## config.mk

```make
export PLATFORM = sky130hd
export DESIGN_NAME = vga_timing
export DESIGN_NICKNAME = d
export VERILOG_FILES = /design/src/rtl/vga_pkg.sv /design/src/rtl/vga_axis_counter.sv /design/src/rtl/vga_timing.sv
export SDC_FILE = /design/constraint.sdc
export NUM_CORES = 1
export LEC_CHECK = 0
export CAP_MARGIN = 20
export CORE_UTILIZATION = 56
export DETAILED_ROUTE_END_ITERATION = 12
export GPL_TIMING_DRIVEN = 1
export PLACE_DENSITY = 0.86
export SYNTH_ARGS = -nofsm -noshare
export SYNTH_HDL_FRONTEND = slang
export SYNTH_SLANG_ARGS = --single-unit
```

## constraint.sdc

```tcl
create_clock -name vga_clk -period 7.4 [get_ports vga_clk]
set_clock_uncertainty 0.15 [all_clocks]
set_input_delay 0.74 -clock vga_clk [delete_from_list [all_inputs] [get_ports vga_clk]]
set_output_delay 0.74 -clock vga_clk [all_outputs]
set_load 0.05 [all_outputs]
```

## src/rtl/vga_pkg.sv

```systemverilog
// Shared constants and types for the VGA raster timing slice.
// Defaults describe 640x480@60 with a 25.175 MHz pixel clock.
package vga_pkg;

    localparam int unsigned COORD_W   = 10;
    localparam int unsigned MAX_TOTAL = 1024;

    localparam int unsigned DEF_H_ACTIVE = 640;
    localparam int unsigned DEF_H_FRONT  = 16;
    localparam int unsigned DEF_H_SYNC   = 96;
    localparam int unsigned DEF_H_BACK   = 48;
    localparam int unsigned DEF_V_ACTIVE = 480;
    localparam int unsigned DEF_V_FRONT  = 10;
    localparam int unsigned DEF_V_SYNC   = 2;
    localparam int unsigned DEF_V_BACK   = 33;
    localparam int unsigned DEF_PIPE     = 2;
    localparam int unsigned MAX_PIPE     = 7;

    typedef enum logic [1:0] {
        ACTIVE,
        FRONT,
        SYNC,
        BACK
    } region_t;

    // One stage of the pin-timing delay line; hs/vs hold pin levels.
    typedef struct packed {
        logic hs;
        logic vs;
        logic act;
    } pin_tap_t;

    function automatic int unsigned axis_total(
        input int unsigned active_len,
        input int unsigned front_len,
        input int unsigned sync_len,
        input int unsigned back_len
    );
        return active_len + front_len + sync_len + back_len;
    endfunction

endpackage

```

## src/rtl/vga_axis_counter.sv

```systemverilog
// One raster axis: a wrapping position counter plus its region FSM.
// Resets to the last position so the first step lands on 0 / ACTIVE.
module vga_axis_counter
    import vga_pkg::*;
#(
    parameter int unsigned ACTIVE_LEN = DEF_H_ACTIVE,
    parameter int unsigned FRONT_LEN  = DEF_H_FRONT,
    parameter int unsigned SYNC_LEN   = DEF_H_SYNC,
    parameter int unsigned BACK_LEN   = DEF_H_BACK
) (
    input  logic               vga_clk,
    input  logic               vga_rst_n,
    input  logic               step,
    output logic [COORD_W-1:0] count,
    output region_t            region,
    output logic               wrap
);

    localparam int unsigned TOTAL = axis_total(ACTIVE_LEN, FRONT_LEN, SYNC_LEN, BACK_LEN);

    localparam logic [COORD_W-1:0] LAST     = COORD_W'(TOTAL - 1);
    localparam logic [COORD_W-1:0] FRONT_AT = COORD_W'(ACTIVE_LEN);
    localparam logic [COORD_W-1:0] SYNC_AT  = COORD_W'(ACTIVE_LEN + FRONT_LEN);
    localparam logic [COORD_W-1:0] BACK_AT  = COORD_W'(ACTIVE_LEN + FRONT_LEN + SYNC_LEN);

    logic [COORD_W-1:0] count_next;
    region_t            region_next;

    always_ff @(posedge vga_clk or negedge vga_rst_n) begin
        if (!vga_rst_n) begin
            count  <= LAST;
            region <= BACK;
        end else begin
            count  <= count_next;
            region <= region_next;
        end
    end

    // Region follows the count it will hold after this step, keeping both aligned.
    always_comb begin
        count_next  = count;
        region_next = region;
        if (step) begin
            count_next = (count == LAST) ? '0 : count + COORD_W'(1);
            unique case (region)
                ACTIVE: if (count_next == FRONT_AT) region_next = FRONT;
                FRONT:  if (count_next == SYNC_AT)  region_next = SYNC;
                SYNC:   if (count_next == BACK_AT)  region_next = BACK;
                BACK:   if (count_next == '0)       region_next = ACTIVE;
            endcase
        end
    end

    always_comb begin
        wrap = step && (count == LAST);
    end

endmodule

```

## src/rtl/vga_timing.sv

```systemverilog
// Raster timing controller: coordinates out to the pixel generator,
// pipeline-aligned sync and blanked colour out to the VGA pins.
module vga_timing
    import vga_pkg::*;
#(
    parameter int unsigned H_ACTIVE = DEF_H_ACTIVE,
    parameter int unsigned H_FRONT  = DEF_H_FRONT,
    parameter int unsigned H_SYNC   = DEF_H_SYNC,
    parameter int unsigned H_BACK   = DEF_H_BACK,
    parameter int unsigned V_ACTIVE = DEF_V_ACTIVE,
    parameter int unsigned V_FRONT  = DEF_V_FRONT,
    parameter int unsigned V_SYNC   = DEF_V_SYNC,
    parameter int unsigned V_BACK   = DEF_V_BACK,
    parameter logic        HS_POL   = 1'b0,
    parameter logic        VS_POL   = 1'b0,
    parameter int unsigned PIPE     = DEF_PIPE
) (
    input  logic               vga_clk,
    input  logic               vga_rst_n,
    output logic [COORD_W-1:0] x,
    output logic [COORD_W-1:0] y,
    output logic               active,
    output logic               line_start,
    output logic               frame_start,
    output logic [15:0]        frame,
    input  logic [7:0]         rgb_in,
    output logic               vga_hs,
    output logic               vga_vs,
    output logic [7:0]         vga_rgb
);

    localparam int unsigned H_TOTAL = axis_total(H_ACTIVE, H_FRONT, H_SYNC, H_BACK);
    localparam int unsigned V_TOTAL = axis_total(V_ACTIVE, V_FRONT, V_SYNC, V_BACK);

    localparam pin_tap_t TAP_IDLE = '{hs: ~HS_POL, vs: ~VS_POL, act: 1'b0};

    if (H_TOTAL > MAX_TOTAL) begin : g_h_total_check
        $error("vga_timing: H_TOTAL %0d exceeds %0d", H_TOTAL, MAX_TOTAL);
    end
    if (V_TOTAL > MAX_TOTAL) begin : g_v_total_check
        $error("vga_timing: V_TOTAL %0d exceeds %0d", V_TOTAL, MAX_TOTAL);
    end
    if (PIPE > MAX_PIPE) begin : g_pipe_check
        $error("vga_timing: PIPE %0d exceeds %0d", PIPE, MAX_PIPE);
    end
    if (H_ACTIVE == 0 || H_FRONT == 0 || H_SYNC == 0 || H_BACK == 0 ||
        V_ACTIVE == 0 || V_FRONT == 0 || V_SYNC == 0 || V_BACK == 0) begin : g_len_check
        $error("vga_timing: every region length must be non-zero");
    end

    region_t  h_region;
    region_t  v_region;
    logic     h_wrap;
    logic     v_wrap;
    pin_tap_t tap_in;
    pin_tap_t tap_out;

    vga_axis_counter #(
        .ACTIVE_LEN (H_ACTIVE),
        .FRONT_LEN  (H_FRONT),
        .SYNC_LEN   (H_SYNC),
        .BACK_LEN   (H_BACK)
    ) u_h_axis (
        .vga_clk   (vga_clk),
        .vga_rst_n (vga_rst_n),
        .step      (1'b1),
        .count     (x),
        .region    (h_region),
        .wrap      (h_wrap)
    );

    // Stepping on the horizontal wrap keeps vsync edges on line boundaries.
    vga_axis_counter #(
        .ACTIVE_LEN (V_ACTIVE),
        .FRONT_LEN  (V_FRONT),
        .SYNC_LEN   (V_SYNC),
        .BACK_LEN   (V_BACK)
    ) u_v_axis (
        .vga_clk   (vga_clk),
        .vga_rst_n (vga_rst_n),
        .step      (h_wrap),
        .count     (y),
        .region    (v_region),
        .wrap      (v_wrap)
    );

    always_comb begin
        active      = (h_region == ACTIVE) && (v_region == ACTIVE);
        line_start  = (x == '0);
        frame_start = (x == '0) && (y == '0);
    end

    // Reset value 16'hFFFF so the first frame after release is numbered 0.
    always_ff @(posedge vga_clk or negedge vga_rst_n) begin
        if (!vga_rst_n) begin
            frame <= '1;
        end else if (h_wrap && v_wrap) begin
            frame <= frame + 16'd1;
        end
    end

    always_comb begin
        tap_in.hs  = (h_region == SYNC) ? HS_POL : ~HS_POL;
        tap_in.vs  = (v_region == SYNC) ? VS_POL : ~VS_POL;
        tap_in.act = active;
    end

    if (PIPE == 0) begin : g_no_delay
        assign tap_out = tap_in;
    end else begin : g_delay
        pin_tap_t stage [PIPE];

        always_ff @(posedge vga_clk or negedge vga_rst_n) begin
            if (!vga_rst_n) begin
                for (int unsigned i = 0; i < PIPE; i++) begin
                    stage[i] <= TAP_IDLE;
                end
            end else begin
                stage[0] <= tap_in;
                for (int unsigned i = 1; i < PIPE; i++) begin
                    stage[i] <= stage[i-1];
                end
            end
        end

        assign tap_out = stage[PIPE-1];
    end

    always_ff @(posedge vga_clk or negedge vga_rst_n) begin
        if (!vga_rst_n) begin
            vga_hs  <= ~HS_POL;
            vga_vs  <= ~VS_POL;
            vga_rgb <= '0;
        end else begin
            vga_hs  <= tap_out.hs;
            vga_vs  <= tap_out.vs;
            vga_rgb <= tap_out.act ? rgb_in : '0;
        end
    end

endmodule

```

==> impl_results.md, run 1 <==
- Outcome: complete, no violations
- Routed WL: 6053 µm
- DP HPWL: 4394 µm
- Yosys warnings: 0
- CP max-delay cell: clkdlybuf4s50_1
- CP Data Arrival Time: 2.50 ns
- Detail Route Antenna Nets: 0
- Leakage power: 1.430 nW
- Die width: 74.85 µm
- Fin crit share: 45.75%
- Io pins: 59
- Yosys cell types: 52
- Final setup fails: 0
- Antenna Cells: 0
- # hold bufs at CTS: 0
- Std cell rows: 26
- Fin util: 72.71%
- Synth async-reset ratio: 100.0%
- DP Area: 0.003597 mm²
- Fin area: 0.003714 mm²
- WHS: 0.2118 ns
- Initial antenna violation count: 0
- Highest-count cells in the layout ignoring fill and taps: clkdlybuf4s50_1, dfstp_2, nand2_1
- TNS Setup: 0 ns
- Vias in the first global route: 2124
- CP Launch Type: flip-flop
- Drt pass-1 iters: 4
- Cts repair resizes: 0
- Max Slew Vio Count: 0
- Fmax: 295.4 MHz
- Worst slew pin tran: 0.6760 ns
- Yosys reg bits: 56
- Clock tree sinks: 56
- Post-synthesis compound-gate area fraction: 11.07%
- Critical path's top delay family: buffers and inverters
- CP endpoint kind: primary output
- WL/cell: 14.69 µm
- TritonCTS Buffers: 5
- Power per Cell Area: 144.8 mW/mm²
- CTS tree: yes
- Syn nets: 309
- CP max FO: 8
- Fillcell total: 380
- Post-layout minimum cycle time: 3.385 ns
- Number of synthesized flops with an enable pin: 0
- Post-synthesis cell count: 286
- Worst-path clk slew: 0.10 ns
- Main combinational cell family by area after synthesis: simple AND/OR/NAND/NOR gates
- Final Hold Fails: 0
- Worst reg-to-reg setup slack: 4.25 ns
- DRT iter0 DRCs: 101
- Clk Latency, worst-skew pair: 0.31 ns
- Max_cap viols: 0
- Synthesized cell area: 0.002972 mm²
- WS Path Type: reg -> out
- Worst-path cell chain: inv_1, ha_1, nor3b_1, and4_1, clkdlybuf4s50_1
- Die Area: 0.005602 mm²
- Most common cell after layout, fill and taps aside: clkdlybuf4s50_1
- Routability cong.: 0.8954
- First-pass GRT wire length: 9818 µm
- I/O Buffers: 58
- P&R area growth vs syn: 24.97%
- Largest net degree at the start of global routing: 57
- Sequential share of the synthesized area: 48.67%
- Total track usage: 22.89%
- Via count: 2301
- Synth Area in Adders: 5.474%
- Root Buffer: clkbuf_8
- Worst path required time: 6.51 ns
- Avg Synthesized Cell Area: 10.39 µm²
- Placed insts: 404
- Nets: 364
- Buf/Inv on CP: 2
- Die Ht: 74.85 µm
- Hold Path Class: reg -> reg
- Finished Layout Cells: 412
- Total setup buffers inserted after CTS: 0
- Post-Synth XOR/XNOR Area: 7.368%
- Unrepaired setup endpoints after global routing: no
- H-tree levels: 2
- Clock Tree Buf Depth: 2
- Mux share of post-synthesis cell area: 2.189%
- Fraction of layout instances using a drive strength above 1: 17.84%
- GR Overflow Total: 0
- Primary FF master, synth: dfstp_2
- Slew HR: 54.93%
- Simple-gate portion of the synthesized area: 21.31%
- # DRC: 0
- VDD IR max: 0.08734 mV
- Max incr delay on CP: 0.82 ns
- Starting Density: 58.18%
- Core box area: 0.005107 mm²
- Vias per cell: 5.585
==> power breakdown <==
part	total, mW	switching [mW]	internal (mW)	leakage (nW)
registers	0.310	0.000488	0.309	0.618
logic	0.0244	0.0155	0.00894	0.753
clock network	0.204	0.102	0.102	0.0583
total	0.538	0.118	0.420	1.43
==> synthesized netlist by cell type (3+ instances only) <==
cell type	count	area, µm²
nor3b_1	3	22.52
and2_1	10	62.56
xor2_1	13	113.9
nor3_1	9	45.04
or3_1	3	18.77
buf_2	6	30.03
nand2_1	30	112.6
dfrtp_1	20	500.5
o31ai_1	3	22.52
nand4_1	6	37.54
ha_1	13	162.7
and4_1	5	43.79
inv_1	17	63.81
mux2_2	3	33.78
xnor2_1	12	105.1
nor2_1	16	60.06
a21oi_1	7	35.03
o21ai_0	12	60.06
clkbuf_1	6	22.52
nand3_1	15	75.07
dfstp_2	36	945.9
==> registers in the layout, indices dropped and copies added, names as in the netlist <==
signal	flops
frame	16
u_v_axis.region	2
u_v_axis.count	10
u_h_axis.count	10
vga_hs	1
vga_rgb	8
u_h_axis.region	2
g_delay.stage	6
vga_vs	1
==> logic make-up after synthesis <==
group,Yosys count
fa+ha+maj,13
simple gates,114
compound gates,43
xor+xnor,25
mux,6
buf+inv,29
flops,56
==> per-stage QoR <==
| step | setup WS, ns | power [mW] |
|---|---|---|
| 2_1_floorplan | 4.316 | 0.3245 |
| 3_3_place_gp | 4.382 | 0.3395 |
| 3_5_place_dp | 4.279 | 0.3397 |
| 4_1_cts | 4.014 | 0.5435 |
| 5_1_grt | 3.851 | 0.5564 |
| 6_report | 4.015 | 0.5378 |
==> final cells by class <==
cell class	count	area, µm²	area share, %
tap	70	87.58	2.358
clock buffer	5	68.82	1.853
sequential	56	1446	38.95
timing repair buffer	60	590.6	15.90
inverter	17	63.81	1.718
multi-input combinational	201	1409	37.94
clock inverter	3	47.55	1.280
==> layer usage <==
metal  up-vias  track usage [%]  part of all wire, %
li1       1120                -                    -
met1      1105            30.22                   45
met2        70            39.14                   49
met3         6            3.347                  5.0
met4         0            6.918                 0.58
met5         -                0                    0
==> final timing paths <==
kind                                    from                  to  cells past startpoint
min reg2reg                 g_delay.stage[5]    g_delay.stage[2]                      0
max reg2reg                u_h_axis.count[0]  u_h_axis.region[1]                      8
max                        u_v_axis.count[0]         frame_start                      5
min in group asynchronous          vga_rst_n   u_v_axis.count[7]                      2
min                         g_delay.stage[5]    g_delay.stage[2]                      0
max in group asynchronous          vga_rst_n    g_delay.stage[3]                      2
Note: power is estimated with default switching activity, not from simulation.
==> run 2: changes to the inputs <==
CORE_UTILIZATION = 52   (was 56)
PLACE_DENSITY = 0.8   (was 0.86)
clock period = 3.3 ns   (was 7.4 ns; I/O delays follow)
==> impl_results.md, run 2 (synthesized netlist as in run 1, its figures left out) <==
- Via count: 2311
- Outcome: complete, no violations
- Int Power: 1.020 mW
- Worst-path clk slew: 0.10 ns
- Levels on crit path: 5
- Total power: 1.278 mW
- Placement Setup Slack: 0.2824 ns
- Routed WL: 6122 µm
- Root Buffer: clkbuf_8
- Core box area: 0.005507 mm²
- DRT iter0 DRCs: 114
- DP HPWL: 4426 µm
- Register Area: 0.001446 mm²
- CP endpoint kind: primary output
- Sw frac: 20.21%
- Post-layout minimum cycle time: 3.065 ns
- Clock tree sinks: 56
- Clock power frac: 41.0%
- Buf/Inv on CP: 2
- Fin crit share: 92.89%
- Io pins: 59
- Critical path's top delay family: buffers and inverters
- Fin util: 69.01%
- Leakage power: 1.477 nW
- Starting Density: 53.97%
- Worst r2r src: u_h_axis.count[0]
- Max_cap viols: 0
- Slew HR: 64.39%
- Combined area of the multi-input logic cells: 0.001416 mm²
- Fraction of layout instances using a drive strength above 1: 18.97%
- GR Overflow Total: 0
- CP Data Arrival Time: 2.59 ns
- Die Ht: 77.60 µm
- TritonCTS Buffers: 5
- Fillcell total: 416
- Max Slew Vio Count: 0
- Routability cong.: 0.8740
- VDD IR max: 0.1730 mV
- CP Launch Type: flip-flop
- CTS tree: yes
- Hold Path Class: reg -> reg
- Reg power frac: 54.3%
- Vias per cell: 5.502
- Most common cell after layout, fill and taps aside: clkdlybuf4s50_1
- WS Path Type: reg -> out
- Nets: 370
- Total setup buffers inserted after CTS: 0
- Finished Layout Cells: 420
- Worst reg-to-reg setup slack: 0.30 ns
- Worst-path cell chain: inv_1, ha_1, nor3b_1, and4_1, clkdlybuf4s50_1
- Final setup fails: 0
- Max reg flops: 16
- Die Area: 0.006021 mm²
- # DRC: 0
- First-pass GRT wire length: 10340 µm
- Worst setup path end: frame_start
- Reg-to-Reg End: u_h_axis.region[1]
- Setup ws final: 0.2347 ns
- Antenna Cells: 0
- Fin area: 0.003800 mm²
- P&R area growth vs syn: 27.87%
- Placed insts: 410
- Total track usage: 21.61%
- Final Hold Fails: 0
- TNS Setup: 0 ns
- CP max FO: 8
- Clock Tree Buf Depth: 2
- Highest-count cells in the layout ignoring fill and taps: clkdlybuf4s50_1, dfstp_2, nand2_1
- Initial antenna violation count: 0
- Drt pass-1 iters: 4
- Detail Route Antenna Nets: 0
- DP Area: 0.003630 mm²
- I/O Buffers: 58
- NetSw: 0.2584 mW
- Vias in the first global route: 2223
- Worst Setup SP: u_v_axis.count[0]
- Die width: 77.60 µm
- WL/cell: 14.58 µm
- Biggest registers after layout: frame: 16 flops, u_h_axis.count: 10 flops, u_v_axis.count: 10 flops
- Clk Latency, worst-skew pair: 0.31 ns
- CP max-delay cell: clkdlybuf4s50_1
- WHS: 0.2055 ns
- Comb pwr share: 4.6%
- Std cell rows: 27
- Largest net degree at the start of global routing: 48
- Worst path required time: 2.82 ns
- H-tree levels: 2
- Biggest register: frame
- Max incr delay on CP: 0.83 ns
- Worst slew pin tran: 0.5326 ns
- Fmax: 326.2 MHz
- Cell count of the worst reg-to-reg path: 9
- Unrepaired setup endpoints after global routing: no
- Power per Cell Area: 336.4 mW/mm²
## run 2: worst min-delay path by stage
stage	to	slack, ns	depth (start not counted)	start
6_report	g_delay.stage[0]	0.21	0	g_delay.stage[3]
5_1_grt	g_delay.stage[0]	0.21	0	g_delay.stage[3]
4_1_cts	u_v_axis.count[7]	0.07	1	vga_rst_n
3_5_place_dp	g_delay.stage[0]	0.19	0	g_delay.stage[3]
3_3_place_gp	g_delay.stage[0]	0.19	0	g_delay.stage[3]
2_1_floorplan	g_delay.stage[0]	-0.12	0	vga_rst_n
## run 2: layout make-up
class / count / area share (%)
timing repair buffer: 66 / 17.12
tap: 72 / 2.371
clock inverter: 2 / 1.581
inverter: 17 / 1.679
clock buffer: 6 / 1.910
sequential: 56 / 38.06
multi-input combinational: 201 / 37.27
## run 2: repair_timing
item | CTS | global route
setup endpoints to repair | 0 | 1
endpoints found under the hold margin | 0 | 7
hold buffers | 0 | 1
gates resized for setup | 0 | 1
## run 2: layer usage
metal	global-route usage [%]	vias up	part of all wire [%]
li1	-	1127	-
met1	27.85	1114	45
met2	36.64	60	50
met3	4.471	10	4.2
met4	6.226	0	1.3
met5	0	-	0
## run 2: power by group through the flow
stage	sequential (mW)	combinational, mW	clock, mW
finish	0.694	0.0591	0.525
global route	0.695	0.0640	0.571
CTS	0.694	0.0562	0.539
detailed placement	0.706	0.0561	0
global placement	0.706	0.0556	0
floorplan	0.724	0.00331	0
==> run 3: changes to the inputs <==
ABC_AREA = 1   (was unset)
HOLD_SLACK_MARGIN = 0.02   (was unset)
==> impl_results.md, run 3 <==
- Std cell rows: 27
- Io pins: 59
- Largest net degree at the start of global routing: 57
- Biggest register: frame
- Drt pass-1 iters: 4
- Final Hold Fails: 0
- Yosys warnings: 0
- DRT iter0 DRCs: 93
- Leakage power: 1.822 nW
- Clock Tree Buf Depth: 2
- Cts repair resizes: 0
- Total power: 1.127 mW
- Fin crit share: 88.76%
- CP endpoint kind: primary output
- Clk Latency, worst-skew pair: 0.31 ns
- WHS Endpoint: g_delay.stage[0]
- Hold Path Class: reg -> reg
- Worst Setup SP: u_v_axis.count[5]
- TritonCTS Buffers: 5
- Routed WL: 6491 µm
- P&R area growth vs syn: 23.58%
- WS Path Type: reg -> out
- Highest-count cells in the layout ignoring fill and taps: nand2_1, inv_1, clkdlybuf4s50_1
- Initial antenna violation count: 0
- Vias in the first global route: 2496
- Die width: 79.53 µm
- Fraction of layout instances using a drive strength above 1: 15.35%
- Max incr delay on CP: 0.87 ns
- Worst path required time: 2.82 ns
- Final setup fails: 0
- First-pass GRT wire length: 10810 µm
- Yosys cell types: 35
- Post-layout minimum cycle time: 2.929 ns
- H-tree levels: 2
- Nets: 465
- Total track usage: 22.07%
- Antenna Cells: 0
- Sequential share of the synthesized area: 46.28%
- Number of synthesized flops with an enable pin: 0
- Worst-path cell chain: nor2_1, nand3_1, nor4_1, clkdlybuf4s50_1
- Top cells by area, synth: dfstp_2, dfrtp_1, nand2_1
- VDD IR max: 0.1896 mV
- WL/cell: 12.60 µm
- Synthesized cell area: 0.003125 mm²
- Max Slew Vio Count: 0
- Post-synth top area share: 30.26%
- Syn nets: 403
- Yosys reg bits: 56
- Die Ht: 79.53 µm
- Worst reg-to-reg setup slack: 0.86 ns
- Detail Route Antenna Nets: 0
- Slew HR: 54.56%
- Die Area: 0.006324 mm²
- Avg Synthesized Cell Area: 8.225 µm²
- Synth async-reset ratio: 100.0%
- Most common cell after layout, fill and taps aside: nand2_1
- Post-synthesis cell count: 380
- Cell count of the worst reg-to-reg path: 11
- Power per Cell Area: 291.7 mW/mm²
- Routability cong.: 0.9214
- Hold depth: 0
- CP max FO: 7
- CTS tree: yes
- Vias per cell: 5.043
- Root Buffer: clkbuf_8
- Fmax: 341.4 MHz
- Worst-path clk slew: 0.10 ns
- Post-synth top cells: nand2_1, inv_1, nor2_1
- Core box area: 0.005642 mm²
- Worst hold start: g_delay.stage[3]
- Worst r2r src: u_h_axis.count[1]
- Outcome: complete, no violations
- CP Launch Type: flip-flop
- Max_cap viols: 0
- Reg-to-Reg End: frame[15]
- Primary FF master, synth: dfstp_2
- Clock tree sinks: 56
- Post-synth top area cell: dfstp_2
- # DRC: 0
- Most numerous cell in the Yosys netlist: nand2_1
- Worst slew pin tran: 0.6816 ns
- DP HPWL: 4913 µm
- Biggest registers after layout: frame: 16 flops, u_h_axis.count: 10 flops, u_v_axis.count: 10 flops
- I/O Buffers: 58
- GR Overflow Total: 0
- Max reg flops: 16
- CP max-delay cell: clkdlybuf4s50_1
- TNS Setup: 0 ns
- Starting Density: 55.40%
- Unrepaired setup endpoints after global routing: no
- CP Data Arrival Time: 2.45 ns
- Via count: 2597
## run 3: metrics by stage
| step | std cells | worst slack (ns) | instance area, µm² | utilization, % | hold slack (ns) |
|---|---|---|---|---|---|
| 2_1_floorplan | 380 | 0.2432 | 3126 | - | -0.1156 |
| 3_3_place_gp | 506 | 0.7527 | 3767 | 66.78 | 0.1846 |
| 3_5_place_dp | 506 | 0.7331 | 3767 | 66.78 | 0.1893 |
| 4_1_cts | 515 | 0.3395 | 3862 | 68.46 | 0.2139 |
| 5_1_grt | 515 | 0.2446 | 3862 | 68.46 | 0.2216 |
| 6_report | 515 | 0.3710 | 3862 | 68.46 | 0.2124 |
## run 3: what timing repair did
action / CTS / global route
setup endpoints to repair: 0 / 0
setup buffers: 0 / 0
hold endpoints to repair: 10 / 0
hold buffers: 1 / 0
## run 3: layout make-up
class	count	area [µm²]
well taps	72	90.09
repair buffers	60	593.1
inverters	65	244.0
clock inverters	1	8.758
multi-input cells	254	1404
clock buffers	7	76.32
flip-flops and latches	56	1446
fillers	468	1779
## run 3: power breakdown
| group | leakage [nW] | internal [mW] | switching (mW) |
|---|---|---|---|
| registers | 0.618 | 0.693 | 0.00120 |
| logic | 1.16 | 0.0200 | 0.0364 |
| clock network | 0.0424 | 0.152 | 0.223 |
## run 3: cells by family after synthesis
kind of cell | synth area share, %
buffers and inverters | 8.807
XOR/XNOR | 4.724
flip-flops | 46.28
adder cells (fa/ha/maj) | 5.204
AO/OA/AOI/OAI | 3.122
AND/OR/NAND/NOR | 31.87
## run 3: worst max-delay path, delay by kind of cell (launching register included)
family | cells | cell delay [ns]
and+or+nand+nor | 3 | 0.81
DFF | 1 | 0.46
buffers and inverters | 1 | 0.87
## run 3: layer usage
| metal | share of wire [%] | routed length [µm] | up-vias | track usage, % |
|---|---|---|---|---|
| met1 | 42 | 2737 | 1200 | 27.03 |
| li1 | - | - | 1300 | - |
| met2 | 50 | 3228 | 83 | 38.38 |
| met3 | 6.1 | 397 | 14 | 3.886 |
| met4 | 2.0 | 129 | 0 | 8.545 |
| met5 | 0 | 0 | - | 0 |
## run 3: worst max path at each step
stage / to / slack (ns)
6_report: frame_start / 0.37
3_5_place_dp: frame_start / 0.73
5_1_grt: frame_start / 0.24
2_1_floorplan: frame_start / 0.24
3_3_place_gp: frame_start / 0.75
4_1_cts: frame_start / 0.34
